--- config.mk ---
export PLATFORM = sky130hd
export DESIGN_NAME = usb_pkt_parser
export DESIGN_NICKNAME = d
export VERILOG_FILES = /design/src/rtl/usb_pkg.sv /design/src/rtl/usb_rx_fifo.sv /design/src/rtl/usb_pkt_parser.sv
export SDC_FILE = /design/constraint.sdc
export NUM_CORES = 1
export LEC_CHECK = 0
export BUFFER_PORTS_ARGS = -buffer_cell sky130_fd_sc_hd__buf_4
export CORE_MARGIN = 5
export CORE_UTILIZATION = 35
export DETAILED_ROUTE_END_ITERATION = 6
export SYNTH_ARGS = -nofsm -noshare
export SYNTH_HDL_FRONTEND = slang
export SYNTH_HIERARCHICAL = 1
export SYNTH_SLANG_ARGS = --single-unit
--- constraint.sdc ---
create_clock -name clk -period 4.2 [get_ports clk]
set_input_delay 0.42 -clock clk [delete_from_list [all_inputs] [get_ports clk]]
set_output_delay 0.42 -clock clk [all_outputs]
set_load 0.02 [all_outputs]
--- src/rtl/usb_pkg.sv ---
// Shared types for the USB receive packet parser: PID codes, error codes, parser states.
package usb_pkg;

   typedef enum logic [3:0] {
      OUT   = 4'b0001,
      IN    = 4'b1001,
      SOF   = 4'b0101,
      SETUP = 4'b1101,
      DATA0 = 4'b0011,
      DATA1 = 4'b1011,
      ACK   = 4'b0010,
      NAK   = 4'b1010,
      STALL = 4'b1110
   } pid_t;

   typedef enum logic [2:0] {
      ERR_OK      = 3'd0,
      ERR_PID     = 3'd1,
      ERR_LEN     = 3'd2,
      ERR_RERR    = 3'd3,
      ERR_OVF     = 3'd4,
      ERR_UNKNOWN = 3'd5
   } pkt_err_t;

   typedef enum logic [2:0] {
      ST_IDLE,
      ST_PID,
      ST_TOKEN,
      ST_DATA,
      ST_HSHK,
      ST_DRAIN,
      ST_DONE
   } parser_state_t;

   function automatic logic pid_known(input logic [3:0] p);
      case (p)
         OUT, IN, SOF, SETUP, DATA0, DATA1, ACK, NAK, STALL: return 1'b1;
         default:                                            return 1'b0;
      endcase
   endfunction

   // Tokens and SOF share the two-byte body layout.
   function automatic parser_state_t pid_state(input logic [3:0] p);
      case (p)
         OUT, IN, SOF, SETUP: return ST_TOKEN;
         DATA0, DATA1:        return ST_DATA;
         default:             return ST_HSHK;
      endcase
   endfunction

   function automatic logic [6:0] sat7(input logic [15:0] v);
      return (v > 16'd127) ? 7'd127 : v[6:0];
   endfunction

endpackage

--- src/rtl/usb_rx_fifo.sv ---
// Synchronous payload FIFO; push while full is accepted only when a pop happens in the same cycle.
module usb_rx_fifo #(
   parameter int WIDTH = 8,
   parameter int DEPTH = 8
) (
   input  logic             clk,
   input  logic             rst,
   input  logic             push,
   input  logic [WIDTH-1:0] push_data,
   input  logic             pop,
   output logic [WIDTH-1:0] pop_data,
   output logic             full,
   output logic             empty
);

   localparam int          AW       = $clog2(DEPTH);
   localparam logic [AW:0] FULL_CNT = (AW+1)'(DEPTH);
   localparam logic [AW:0] CNT_ONE  = (AW+1)'(1);

   logic [WIDTH-1:0] mem [DEPTH];
   logic [AW-1:0]    wr_ptr, rd_ptr;
   logic [AW:0]      count;
   logic             do_push, do_pop;

   assign full     = (count == FULL_CNT);
   assign empty    = (count == '0);
   assign do_pop   = pop && !empty;
   assign do_push  = push && (!full || do_pop);
   assign pop_data = empty ? '0 : mem[rd_ptr];

   always_ff @(posedge clk) begin
      if (rst) begin
         wr_ptr <= '0;
         rd_ptr <= '0;
         count  <= '0;
      end else begin
         if (do_push) wr_ptr <= wr_ptr + AW'(1);
         if (do_pop)  rd_ptr <= rd_ptr + AW'(1);
         unique case ({do_push, do_pop})
            2'b10:   count <= count + CNT_ONE;
            2'b01:   count <= count - CNT_ONE;
            default: count <= count;
         endcase
      end
   end

   always_ff @(posedge clk) begin
      if (do_push) mem[wr_ptr] <= push_data;
   end

endmodule

--- src/rtl/usb_pkt_parser.sv ---
// Packet parser behind the USB receive front end: PID decode, token fields, CRC16 strip, payload FIFO.
// Define USB_PKT_PID_CHECK_EN to enable the PID complement check (error code 1).
module usb_pkt_parser
   import usb_pkg::*;
#(
   parameter int FIFO_DEPTH  = 8,
   parameter int MAX_PAYLOAD = 64
) (
   input  logic        clk,
   input  logic        rst,
   input  logic [7:0]  rcv_data,
   input  logic        byte_valid,
   input  logic        rcving,
   input  logic        r_error,
   output logic [3:0]  pid,
   output logic        pid_valid,
   output logic [6:0]  tok_addr,
   output logic [3:0]  tok_endp,
   output logic [10:0] sof_frame,
   output logic        tok_valid,
   output logic [7:0]  out_data,
   output logic        out_valid,
   input  logic        out_ready,
   output logic        pkt_done,
   output logic [2:0]  pkt_err,
   output logic [6:0]  byte_count
);

   localparam logic [15:0] MAX_PUSH = 16'(MAX_PAYLOAD);

   parser_state_t state, st_b;
   pkt_err_t      err_q, byte_err, first_err, end_err;
   logic          rcving_q, r_seen, rcv_rise, pid_chk_fail, push_en, len_bad, tok_ok;
   logic          fifo_pop, fifo_full, fifo_empty;
   logic [1:0]    tok_cnt, tok_cnt_b, hold_cnt, hold_cnt_b;
   logic [7:0]    d0, d1;
   logic [15:0]   push_cnt;
   logic [3:0]    pid_in;

   assign pid_in    = rcv_data[3:0];
   assign rcv_rise  = rcving && !rcving_q;
   assign out_valid = !fifo_empty;
   assign fifo_pop  = out_valid && out_ready;

`ifdef USB_PKT_PID_CHECK_EN
   assign pid_chk_fail = (rcv_data[7:4] != ~rcv_data[3:0]);
`else
   assign pid_chk_fail = 1'b0;
`endif

   // Effect of this cycle's byte; the end-of-packet verdict is taken after it so a byte
   // arriving together with the falling rcving still counts.
   always_comb begin
      st_b       = state;
      tok_cnt_b  = tok_cnt;
      hold_cnt_b = hold_cnt;
      byte_err   = ERR_OK;
      push_en    = 1'b0;
      if (byte_valid) begin
         unique case (state)
            ST_PID: begin
               if (pid_chk_fail)    byte_err = ERR_PID;
               else if (!pid_known(pid_in)) byte_err = ERR_UNKNOWN;
               else                 st_b = pid_state(pid_in);
            end
            ST_TOKEN: begin
               if (tok_cnt == 2'd2) byte_err = ERR_LEN;
               else                 tok_cnt_b = tok_cnt + 2'd1;
            end
            ST_DATA: begin
               if (hold_cnt == 2'd2) begin
                  if (push_cnt == MAX_PUSH)        byte_err = ERR_LEN;
                  else if (fifo_full && !fifo_pop) byte_err = ERR_OVF;
                  else                             push_en = !r_error;
               end else begin
                  hold_cnt_b = hold_cnt + 2'd1;
               end
            end
            ST_HSHK: byte_err = ERR_LEN;
            default: ;
         endcase
      end
      if (byte_err != ERR_OK || r_error) st_b = ST_DRAIN;

      first_err = (err_q != ERR_OK) ? err_q : byte_err;
      len_bad   = (st_b == ST_PID) ||
                  (st_b == ST_TOKEN && tok_cnt_b != 2'd2) ||
                  (st_b == ST_DATA && hold_cnt_b != 2'd2);
      if (r_seen || r_error)        end_err = ERR_RERR;
      else if (first_err != ERR_OK) end_err = first_err;
      else if (len_bad)             end_err = ERR_LEN;
      else                          end_err = ERR_OK;
      tok_ok = (end_err == ERR_OK) && (st_b == ST_TOKEN);
   end

   always_ff @(posedge clk) begin
      if (rst) begin
         state      <= ST_IDLE;
         rcving_q   <= rcving;
         err_q      <= ERR_OK;
         r_seen     <= 1'b0;
         tok_cnt    <= '0;
         hold_cnt   <= '0;
         push_cnt   <= '0;
         d0         <= '0;
         d1         <= '0;
         pid        <= '0;
         pid_valid  <= 1'b0;
         tok_addr   <= '0;
         tok_endp   <= '0;
         sof_frame  <= '0;
         tok_valid  <= 1'b0;
         pkt_done   <= 1'b0;
         pkt_err    <= '0;
         byte_count <= '0;
      end else begin
         rcving_q   <= rcving;
         pid_valid  <= 1'b0;
         tok_valid  <= 1'b0;
         pkt_done   <= 1'b0;
         pkt_err    <= '0;
         byte_count <= '0;
         unique case (state)
            ST_IDLE, ST_DONE: begin
               state    <= rcv_rise ? ST_PID : ST_IDLE;
               err_q    <= ERR_OK;
               r_seen   <= r_error && rcv_rise;
               tok_cnt  <= '0;
               hold_cnt <= '0;
               push_cnt <= '0;
            end
            default: begin
               if (byte_valid) begin
                  if (state == ST_PID) begin
                     pid       <= pid_in;
                     pid_valid <= 1'b1;
                  end
                  if (state == ST_TOKEN && tok_cnt == 2'd0) begin
                     tok_addr       <= rcv_data[6:0];
                     tok_endp[0]    <= rcv_data[7];
                     sof_frame[7:0] <= rcv_data;
                  end
                  if (state == ST_TOKEN && tok_cnt == 2'd1) begin
                     tok_endp[3:1]   <= rcv_data[2:0];
                     sof_frame[10:8] <= rcv_data[2:0];
                  end
                  if (state == ST_DATA) begin
                     d0 <= d1;
                     d1 <= rcv_data;
                  end
               end
               tok_cnt  <= tok_cnt_b;
               hold_cnt <= hold_cnt_b;
               if (push_en)           push_cnt <= push_cnt + 16'd1;
               if (err_q == ERR_OK)   err_q    <= byte_err;
               if (r_error)           r_seen   <= 1'b1;
               if (!rcving) begin
                  state      <= ST_DONE;
                  pkt_done   <= 1'b1;
                  pkt_err    <= end_err;
                  byte_count <= sat7(push_cnt + {15'd0, push_en});
                  tok_valid  <= tok_ok;
               end else begin
                  state <= st_b;
               end
            end
         endcase
      end
   end

   usb_rx_fifo #(
      .WIDTH(8),
      .DEPTH(FIFO_DEPTH)
   ) u_fifo (
      .clk      (clk),
      .rst      (rst),
      .push     (push_en),
      .push_data(d0),
      .pop      (fifo_pop),
      .pop_data (out_data),
      .full     (fifo_full),
      .empty    (fifo_empty)
   );

endmodule
==> impl_metrics.env <==
export IMPL_status="finished, final reports clean"
export IMPL_yosys_cell_types_count=66
export IMPL_synthTopCellsByCount="dfxtp_1, nand2_1, edfxtp_1"
export IMPL_ys_warn_count=6
export IMPL_clockBufferDepth=2
export IMPL_num_rows=50
export IMPL_post_route_util_pct=41.4
export IMPL_ys_ff_latch=149
export IMPL_critical_path_arrival_ns=4.09
export IMPL_synth_edf_count=64
export IMPL_synth_fp_nets=628
export IMPL_synth_top_area_cell="edfxtp_1"
export IMPL_grt_util_all_layers_pct=12.7
export IMPL_die_area_um2=21900
export IMPL_tritoncts="built"
export IMPL_htreeDepth=4
export IMPL_synth_area_mux_share_pct=7.98
export IMPL_nFillCells=1764
export IMPL_hp_class="primary input to flop"
export IMPL_synthSimpleGateAreaFrac_pct=16.7
export IMPL_synth_avg_cell_area_um2=11.2
export IMPL_synthTopCellsByArea="edfxtp_1, dfxtp_1, mux4_2"
export IMPL_hold_violations=0
export IMPL_worst_setup_path_start_kind="flop"
export IMPL_layout_min_cycle_time_ns=3.82
export IMPL_crit_required_ns=4.47
export IMPL_area_growth_pct=16.3
export IMPL_synth_compound_area_share_pct=7.81
export IMPL_path_clk_slew_ns=0.07
export IMPL_first_global_vias=4427
export IMPL_top_level_ports=62
export IMPL_num_vias=4469
export IMPL_place_hpwl_um=9380
export IMPL_cts_made_buffers=17
export IMPL_routedWlPerCell_um=15.4
export IMPL_fin_crit_sh_pct=90.9
export IMPL_die_w_um=148
export IMPL_first_pass_iters=4
export IMPL_fin_total_pwr_mw=3.12
export IMPL_finalClockSkew_ns=0.00925
export IMPL_fin_tns_setup_ns=0
export IMPL_synth_async_reset_ratio_pct=0
export IMPL_slew_headroom_pct=26.4
export IMPL_insertion_delay_ns=0.43
export IMPL_report_final_slew_viol_count=0
export IMPL_cts_resized=0
export IMPL_drt_iter0_drc=247
export IMPL_drt_wl_total_um=13700
export IMPL_core_area_um2=18700
export IMPL_n_antenna_cell=0
export IMPL_vdd_drop_max_mv=0.288
export IMPL_synth_most_common_cell="dfxtp_1"
export IMPL_cts_sinks=149
export IMPL_antenna_found_initial=0
export IMPL_antenna_left=0
export IMPL_crit_fanout=7
export IMPL_drive_above_1_share_pct=21.7
export IMPL_yosysSeqAreaShare_pct=54.4
export IMPL_final_nets=673
export IMPL_overflow=0
export IMPL_synth_top_family_by_area="simple AND/OR/NAND/NOR gates"
export IMPL_cp_end_kind="flop"
export IMPL_syn_area_um2=6660
export IMPL_synthCells=597
export IMPL_synth_xor_area_share_pct=3.81
export IMPL_synth_ff_type="dfxtp_1"
export IMPL_grt_max_degree=48
export IMPL_yosysTopAreaCellShare_pct=28.8
export IMPL_grt_pass1_wl_um=22200
export IMPL_vias_per_cell=5.03
export IMPL_rsz0062_at_grt="no"
export IMPL_p_leak_nw=2.78
export IMPL_synth_adder_area_share_pct=3.19
export IMPL_clock_root_buffer="clkbuf_16"
export IMPL_die_height_um=148
export IMPL_powerDensity_nw_per_um2=403
export IMPL_postCtsSetupRepairBufs=0
export IMPL_path_class="flop to flop"
export IMPL_cts_hold_buf=0
export IMPL_drc=0
export IMPL_place_congestion=0.846
export IMPL_clock_fmax_mhz=262
export IMPL_cap_violations=0
export IMPL_initial_utilization_pct=35.6
export IMPL_finalSetupViolCount=0
export IMPL_tightest_slew_ns=1.10
export IMPL_place_port_buffers=61
routing by layer:
layer / track usage, % / share of wire (%)
met2: 21.0 / 50
met5: 0 / 0
met3: 3.22 / 3.5
met4: 5.64 / 1.5
met1: 15.7 / 45
flip-flops by register name, summed over array words and instances (netlist names), 4 cells and up, named ones only:
| register | flops |
|---|---|
| u_fifo/mem | 64 |
| push_cnt | 16 |
| d0 | 8 |
| d1 | 8 |
| byte_count | 7 |
| tok_addr | 6 |
| pid | 4 |
| sof_frame | 4 |
| u_fifo/count | 4 |
critical path: stages, from the launching register on:
cell	delay, ns
dfxtp_1	0.46
nor4_2	0.10
or2b_2	0.35
a2111oi_0	0.54
nor2b_1	0.27
ha_1	0.20
ha_1	0.21
nand2_1	0.13
or3_1	0.41
a21oi_1	0.12
nand2_1	0.07
a211oi_1	0.66
a21oi_1	0.15
worst paths after layout:
kind | startpoint | to | slack [ns] | cells past startpoint
setup / recovery | u_fifo/count[2]$_SDFFE_PP0P_ | byte_count[5]$_SDFF_PP0_ | 0.38 | 12
hold reg to reg | rcving_q$_DFF_P_ | state[0]$_SDFF_PP0_ | 0.45 | 1
setup reg to reg | u_fifo/count[2]$_SDFFE_PP0P_ | byte_count[5]$_SDFF_PP0_ | 0.38 | 12
hold / removal | rcving | rcving_q$_DFF_P_ | 0.14 | 1
final cells by class:
class	instances	area (um2)	area share (%)
timing repair buffer	71	533	6.88
clock buffer	17	425	5.49
inverter	21	78.8	1.02
clock inverter	15	160	2.07
sequential	149	3620	46.7
tap	234	293	3.78
multi-input combinational	382	2640	34.0
per-stage QoR:
| stage | instance area (um2) | cells | setup WS [ns] | hold WS, ns |
|---|---|---|---|---|
| after floorplan | 6660 | 597 | 0.566 | 0.414 |
| after global placement | 7170 | 857 | 0.646 | 0.439 |
| after detailed placement | 7170 | 857 | 0.424 | 0.439 |
| after CTS | 7750 | 889 | 0.411 | 0.117 |
| after global routing | 7750 | 889 | 0.106 | 0.129 |
| final | 7750 | 889 | 0.383 | 0.141 |
logic make-up (layout without fill, tap and decap cells):
| kind of cell | after synthesis | in the layout |
|---|---|---|
| AND/OR/NAND/NOR | 220 | 220 |
| flip-flops | 149 | 149 |
| buffers and inverters | 66 | 124 |
| XOR/XNOR | 29 | 29 |
| AO/OA/AOI/OAI | 83 | 83 |
| adder cells (fa/ha/maj) | 17 | 17 |
| multiplexers | 33 | 33 |
power breakdown:
part	internal, mW	leakage [nW]	switching (mW)
sequential	1.51	1.34	0.0128
clock	0.794	0.282	0.679
combinational	0.0470	1.16	0.0819
cell usage in the layout (no fill, tap or decap), drive strengths merged, types with 2 or more instances in the layout:
cell	Yosys	routed
nand2	72	72
nor3b	2	2
o21ai	8	8
mux2i	16	16
nor4	6	6
o21a	2	2
or3	6	6
xnor2	12	12
mux4	16	16
inv	21	29
nand4b	2	2
clkbuf	17	17
clkinv	0	5
nor4b	2	2
a211oi	3	3
nor3	7	7
xor2	17	17
a2111oi	2	2
nand3b	7	7
nand2b	6	6
o31ai	2	2
or4	3	3
nor2b	7	7
dfxtp	85	85
nand3	20	20
nand4	3	3
ha	17	17
or2	2	2
and4	3	3
a21oi	50	50
clkinvlp	0	2
and3	6	6
a31oi	6	6
o211ai	2	2
edfxtp	64	64
buf	27	71
nor2	60	60
No activity file was read; power rests on OpenSTA's default activity.
